## src/rtl/magnitude_arbiter_if.sv

```systemverilog
// ============================================================================
//  Module      : magnitude_arbiter_if
//  Description : Handshake bundle between the requesters / result consumer
//                and the shared magnitude datapath (magnitude_arbiter).
//  Ports       : req       - per-requester request, held until ack
//                req_data  - NUM_REQ packed 17-bit samples, lane i at [17i+:17]
//                ack       - one-cycle grant pulse per requester
//                out_valid - result available
//                out_ready - consumer accepts result
//                out_mag   - 16-bit magnitude
//                out_id    - index of requester that produced out_mag
//                out_ovf   - sample was -65536, magnitude wrapped to 0
//                busy      - arbiter not idle
//  Modports    : slave  - arbiter side
//                master - requester / consumer side
//  Revision    : 1.0  initial release
// ============================================================================
`default_nettype none

interface magnitude_arbiter_if #(
  parameter int NUM_REQ = 4,
  parameter int ID_W    = 2
);
  logic [NUM_REQ-1:0]    req;
  logic [NUM_REQ*17-1:0] req_data;
  logic [NUM_REQ-1:0]    ack;
  logic                  out_valid;
  logic                  out_ready;
  logic [15:0]           out_mag;
  logic [ID_W-1:0]       out_id;
  logic                  out_ovf;
  logic                  busy;

  modport slave (
    input  req, req_data, out_ready,
    output ack, out_valid, out_mag, out_id, out_ovf, busy
  );

  modport master (
    output req, req_data, out_ready,
    input  ack, out_valid, out_mag, out_id, out_ovf, busy
  );
endinterface

`default_nettype wire

```

## src/rtl/magnitude_arbiter.sv

```systemverilog
// ============================================================================
//  Module      : magnitude_arbiter
//  Description : Round-robin scheduler sharing one 17-bit two's-complement to
//                16-bit magnitude datapath among NUM_REQ requesters. Grants one
//                requester at a time, latches its sample, computes the
//                magnitude in a registered stage and presents it on a
//                valid/ready port tagged with the requester index.
//  Parameters  : NUM_REQ - number of requesters (2..8)
//                ID_W    - requester index width, clog2(NUM_REQ); must match
//                          the parameters of the connected interface instance
//  Ports       : clk   - system clock, rising edge
//                n_rst - synchronous active-low reset
//                bus   - magnitude_arbiter_if.slave (req/ack, result port)
//  Revision    : 1.0  initial release
// ============================================================================
`default_nettype none

module magnitude_arbiter #(
  parameter int NUM_REQ = 4,
  parameter int ID_W    = 2
) (
  input  wire logic             clk,
  input  wire logic             n_rst,
  magnitude_arbiter_if.slave    bus
);

  typedef enum logic [1:0] {
    S_IDLE    = 2'd0,
    S_COMPUTE = 2'd1,
    S_HOLD    = 2'd2
  } state_t;

  localparam logic [16:0] C_MOST_NEG = 17'h10000;

  state_t              r_state;
  logic [ID_W-1:0]     r_ptr;
  logic [ID_W-1:0]     r_grant;
  logic [16:0]         r_sample;
  logic [NUM_REQ-1:0]  r_ack;
  logic                r_out_valid;
  logic [15:0]         r_out_mag;
  logic [ID_W-1:0]     r_out_id;
  logic                r_out_ovf;

  logic                w_found;
  logic [ID_W-1:0]     w_sel;
  logic [ID_W-1:0]     w_cand;
  logic [15:0]         w_mag;
  logic                w_ovf;

  // Modulo-NUM_REQ increment; NUM_REQ need not be a power of two.
  function automatic logic [ID_W-1:0] wrap_inc(input logic [ID_W-1:0] v);
    if (int'(v) == NUM_REQ - 1) begin
      return '0;
    end else begin
      return v + 1'b1;
    end
  endfunction

  // Round-robin search starting at r_ptr: first active request wins.
  always_comb begin
    w_found = 1'b0;
    w_sel   = '0;
    w_cand  = r_ptr;
    for (int k = 0; k < NUM_REQ; k++) begin
      if (!w_found && bus.req[w_cand]) begin
        w_found = 1'b1;
        w_sel   = w_cand;
      end
      w_cand = wrap_inc(w_cand);
    end
  end

  // Only the low 16 bits of the negation are kept, so -65536 wraps to 0 and
  // is flagged separately.
  always_comb begin
    w_mag = r_sample[15:0];
    if (r_sample[16]) begin
      w_mag = ~r_sample[15:0] + 16'd1;
    end
    w_ovf = (r_sample == C_MOST_NEG);
  end

  always_ff @(posedge clk) begin
    if (!n_rst) begin
      r_state     <= S_IDLE;
      r_ptr       <= '0;
      r_grant     <= '0;
      r_sample    <= '0;
      r_ack       <= '0;
      r_out_valid <= 1'b0;
      r_out_mag   <= '0;
      r_out_id    <= '0;
      r_out_ovf   <= 1'b0;
    end else begin
      r_ack <= '0;
      case (r_state)
        S_IDLE: begin
          if (w_found) begin
            r_sample       <= bus.req_data[int'(w_sel)*17 +: 17];
            r_grant        <= w_sel;
            r_ack[w_sel]   <= 1'b1;
            r_ptr          <= wrap_inc(w_sel);
            r_state        <= S_COMPUTE;
          end
        end
        S_COMPUTE: begin
          r_out_mag   <= w_mag;
          r_out_id    <= r_grant;
          r_out_ovf   <= w_ovf;
          r_out_valid <= 1'b1;
          r_state     <= S_HOLD;
        end
        S_HOLD: begin
          // Result fields keep their last value after the handshake.
          if (bus.out_ready) begin
            r_out_valid <= 1'b0;
            r_state     <= S_IDLE;
          end
        end
        default: begin
          r_state <= S_IDLE;
        end
      endcase
    end
  end

  assign bus.ack       = r_ack;
  assign bus.out_valid = r_out_valid;
  assign bus.out_mag   = r_out_mag;
  assign bus.out_id    = r_out_id;
  assign bus.out_ovf   = r_out_ovf;
  assign bus.busy      = (r_state != S_IDLE);

endmodule

`default_nettype wire

```

## src/flat_wrapper.sv

```systemverilog
// flat-port wrapper written by rule: the top's interface ports become plain ports
module magnitude_arbiter_flat 
#(
  parameter int NUM_REQ = 4,
  parameter int ID_W    = 2
)
  (clk, n_rst, bus_req, bus_req_data, bus_out_ready, bus_ack, bus_out_valid, bus_out_mag, bus_out_id, bus_out_ovf, bus_busy);
  magnitude_arbiter_if #(.NUM_REQ(NUM_REQ), .ID_W(ID_W)) bus_i ();
  input  wire logic clk;
  input  wire logic n_rst;
  input wire logic [$bits(bus_i.req)-1:0] bus_req;
  input wire logic [$bits(bus_i.req_data)-1:0] bus_req_data;
  input wire logic [$bits(bus_i.out_ready)-1:0] bus_out_ready;
  output wire logic [$bits(bus_i.ack)-1:0] bus_ack;
  output wire logic [$bits(bus_i.out_valid)-1:0] bus_out_valid;
  output wire logic [$bits(bus_i.out_mag)-1:0] bus_out_mag;
  output wire logic [$bits(bus_i.out_id)-1:0] bus_out_id;
  output wire logic [$bits(bus_i.out_ovf)-1:0] bus_out_ovf;
  output wire logic [$bits(bus_i.busy)-1:0] bus_busy;
  assign bus_i.req = bus_req;
  assign bus_i.req_data = bus_req_data;
  assign bus_i.out_ready = bus_out_ready;
  assign bus_ack = bus_i.ack;
  assign bus_out_valid = bus_i.out_valid;
  assign bus_out_mag = bus_i.out_mag;
  assign bus_out_id = bus_i.out_id;
  assign bus_out_ovf = bus_i.out_ovf;
  assign bus_busy = bus_i.busy;
  magnitude_arbiter #(.NUM_REQ(NUM_REQ), .ID_W(ID_W)) u_core (.clk(clk), .n_rst(n_rst), .bus(bus_i));
endmodule
```

## config.mk

```make
export PLATFORM = sky130hd
export DESIGN_NAME = magnitude_arbiter_flat
export DESIGN_NICKNAME = d
export VERILOG_FILES = /design/src/rtl/magnitude_arbiter_if.sv /design/src/rtl/magnitude_arbiter.sv /design/src/flat_wrapper.sv
export SDC_FILE = /design/constraint.sdc
export NUM_CORES = 1
export LEC_CHECK = 0
export BUFFER_PORTS_ARGS = -buffer_cell sky130_fd_sc_hd__buf_2
export CAP_MARGIN = 20
export CELL_PAD_IN_SITES_DETAIL_PLACEMENT = 1
export CELL_PAD_IN_SITES_GLOBAL_PLACEMENT = 1
export CORE_AREA = 2 2 107 109
export DETAILED_ROUTE_END_ITERATION = 6
export DIE_AREA = 0 0 109 111
export PLACE_DENSITY_LB_ADDON = 0.12
export SKIP_LAST_GASP = 1
export SYNTH_ARGS = -nofsm -noshare
export SYNTH_HDL_FRONTEND = slang
export SYNTH_SLANG_ARGS = --single-unit
```

## constraint.sdc

```tcl
create_clock -name clk -period 3.15 [get_ports clk]
set_input_delay 0.4725 -clock clk [delete_from_list [all_inputs] [get_ports clk]]
set_output_delay 0.4725 -clock clk [all_outputs]
set_load 0.05 [all_outputs]
```

==> summary.txt <==
STA
  – Worst slew margin: 59.25%
  – Count of final hold-check violations: 0
  – Setup violators final: 0
  – Setup tns final: 0 ns
  – Fin crit share: 90.66%
  – Tmin final: 2.856 ns
  – Worst hold margin: 0.4582 ns
  – Max Slew Vio Count: 0
  – Worst slew pin tran: 0.6112 ns
  – RSZ-0062 raised after global routing: no
  – Layout Skew: 0.009777 ns
  – Fmax: 350.2 MHz
  – Crit path setup slack, layout: 0.2943 ns

Critical path
  – Crit path launch type: register
  – Critical Path, Cell by Cell: ha_1 -> inv_1 -> a221o_2 -> a221oi_4 -> buf_12 -> a211oi_1 -> o311ai_1 -> o211ai_1
  – Critical Path Sink Type: register
  – Worst stage delay on the critical path: 0.55 ns
  – Worst R2R Start: u_core.r_ptr[0]$_SDFFE_PN0P_
  – CP startpoint: u_core.r_ptr[0]$_SDFFE_PN0P_
  – Flop-to-flop setup slack: 0.29 ns
  – Slowest CP cell: ha_1
  – Crit path max fanout: 37
  – Crit Path Class: reg2reg
  – Worst Path Buf+Inv: 2
  – Top delay family on crit path: compound AO/OA/AOI/OAI gates
  – Arr. time, crit path: 3.01 ns
  – CP required: 3.31 ns
  – FF-to-FF End: u_core.r_sample[12]$_SDFFE_PN0P_
  – R2R depth: 8

Pwr
  – Leakage: 0.001873 uW
  – Power Total: 4409 uW
  – Peak VDD IR: 0.3721 mV
  – Cell area power density: 1088 nW/um2

Yosys
  – Mapped Area: 3226 um2
  – Post-synth top flop: dfxtp_1
  – Sequential area share after synthesis: 29.17%
  – Compound-Gate Fraction of Synth Area: 28.70%
  – Synth cell types: 50
  – Post-synth ARST share: 0%
  – Largest family of logic cells by synthesized area: compound AO/OA/AOI/OAI gates
  – Synth Area in XOR/XNOR: 3.801%
  – Mux contribution to synthesized area: 9.154%
  – Number of flops mapped to enable cells by yosys: 0
  – Post-synthesis adder-cell area fraction: 2.327%
  – Syn_area_per_cell: 8.084 um2
  – Simple-gate share of the synthesized area: 19.82%
  – Yosys warning count: 0
  – Syn_nets: 480
  – Synth Instances: 399
  – FF+latch count, synth: 47

Min path
  – WHS Endpoint: u_core.bus.out_mag[0]$_SDFFE_PN0P_
  – Worst min-delay path startpoint: u_core.bus.out_mag[0]$_SDFFE_PN0P_
  – Hold Crit Depth: 2
  – Worst min path class: reg2reg

Routing
  – Routed wire length: 10.68 mm
  – DR vias/cell: 5.214
  – Drt first pass iters: 4
  – Drt drc: 0
  – 1st-iter DRT viols: 86
  – WL/cell: 16.93 um
  – Via count: 3,290
  – Routed Antenna Nets: 0

Placement
  – Input/output buffers: 99
  – Routability cong.: 0.7801
  – Cells after DPL: 623
  – Post-DP HPWL: 8.105 mm
  – Dpl ws: 0.3200 ns

Clocking
  – Num CTS Buffers: 5
  – # Post-CTS Setup Buffers: 0
  – Clk Latency, worst-skew pair: 0.30 ns
  – CTS clock-pin slew for the worst setup and hold paths: 0.07 ns
  – Root buf cell: clkbuf_16
  – Cts hold-fix bufs: 0
  – Sink Count: 47
  – PostCTS Resize Cnt: 0
  – Clock Tree Buf Depth: 2
  – H-tree lvl count: 2
  – CTS tree: built

GRT
  – GRT overflow: 0
  – First-pass GRT wire length: 17.23 mm
  – Total GRT Usage: 18.24%
  – Initial antenna violation count: 0
  – Largest net degree at the start of global routing: 38
  – Vias in the first global route: 3,190

Floorplan
  – Die width: 109 um
  – Chip height: 111 um
  – Starting density of the core: 29.12%
  – I/O pins: 100
  – Core area: 11,080 um2
  – DIE AREA: 12,100 um2
  – Rows: 39

Run
  – Max cap viols: 0

Final layout
  – Finished Layout Cells: 631
  – Layout area overhead: 25.64%
  – Final nets: 568
  – Fillers: 1,356
  – Most common cell after layout, fill and taps aside: buf_2
  – Most frequent cells in the layout: 99 x buf_2, 51 x nand2_1, 47 x dfxtp_1
  – Register area: 940.9 um2
  – Ant diodes: 0
  – Share of layout cells above drive strength 1: 29.10%
  – Area of the multi-input gates: 2071 um2

Run status
  – Run status: complete, no violations
## cell type report
class	count	share of cell area, %
Clock buffer	5	3.087
Clock inverter	3	1.081
Inverter	10	0.9262
Multi-Input combinational cell	306	51.10
Sequential cell	47	23.22
Tap cell	143	4.415
Timing Repair Buffer	117	16.18
## worst max-delay path by stage
stage                                            end  slack [ns]  depth (start not counted)
detailed placement      u_core.r_ptr[1]$_SDFFE_PN0P_        0.32                          9
CTS                     u_core.r_ptr[1]$_SDFFE_PN0P_        0.29                          9
finish              u_core.r_sample[12]$_SDFFE_PN0P_        0.29                          8
global placement        u_core.r_ptr[1]$_SDFFE_PN0P_        0.30                          9
global route        u_core.r_sample[11]$_SDFFE_PN0P_        0.12                          9
floorplan               u_core.r_ptr[1]$_SDFFE_PN0P_        0.41                         11
## synthesized netlist by cell type (4+ instances only)
cell / count / area (um2)
a211oi_1: 29 / 217.7
a21oi_1: 28 / 140.1
and2_1: 4 / 25.02
and3_1: 18 / 112.6
buf_2: 7 / 35.03
buf_4: 4 / 30.03
buf_6: 4 / 45.04
clkbuf_1: 20 / 75.07
dfxtp_1: 47 / 940.9
ha_1: 6 / 75.07
inv_1: 7 / 26.28
mux2i_1: 25 / 250.2
nand2_1: 51 / 191.4
nand2b_1: 5 / 31.28
nand3_1: 20 / 100.1
nor2_1: 20 / 75.07
nor2b_1: 4 / 25.02
o211ai_1: 17 / 127.6
o21ai_0: 9 / 45.04
o311ai_1: 17 / 148.9
xor2_1: 11 / 96.34
## per-layer routing
layer  share of wire (%)  track usage, %
met1                  49           26.10
met2                  45           27.87
met3                 4.7           2.646
met4                 1.9           5.897
met5                   0               0
## tightest hold or removal path: cells and delay by family (launching register included)
| kind | cells | cell delay (ns) |
|---|---|---|
| AOI/OAI and AO/OA | 1 | 0.05 |
| DFF | 1 | 0.31 |
| and+or+nand+nor | 1 | 0.05 |
## power breakdown
part           switching, uW  leakage, uW  internal [uW]
logic                   1810      0.00140           1050
registers                159     0.000387            784
clock network            240    0.0000838            375
total                   2200      0.00187           2200
## sequential cells by signal, indices dropped and copies added, names as in the netlist
signal and count:
u_core.r_ptr 2, u_core.r_sample 17, u_core.bus.out_mag 16, u_core.bus.out_id 2
u_core.r_state 2, u_core.bus.ack 4, u_core.r_grant 2, u_core.bus.out_valid 1
u_core.bus.out_ovf 1
## logic make-up after synthesis
family                   count (synthesis)
flip-flops                              47
AND/OR/NAND/NOR                        134
AO/OA/AOI/OAI                          124
buffers and inverters                   46
multiplexers                            28
XOR/XNOR                                14
adder cells (fa/ha/maj)                  6
## stage by stage
step | util [%] | instance area, um2
finish | 36.59 | 4053
global route | 36.59 | 4053
CTS | 36.59 | 4053
detailed placement | 35.06 | 3884
global placement | 35.06 | 3884
floorplan | - | 3226
(Power assumes the default switching activity.)
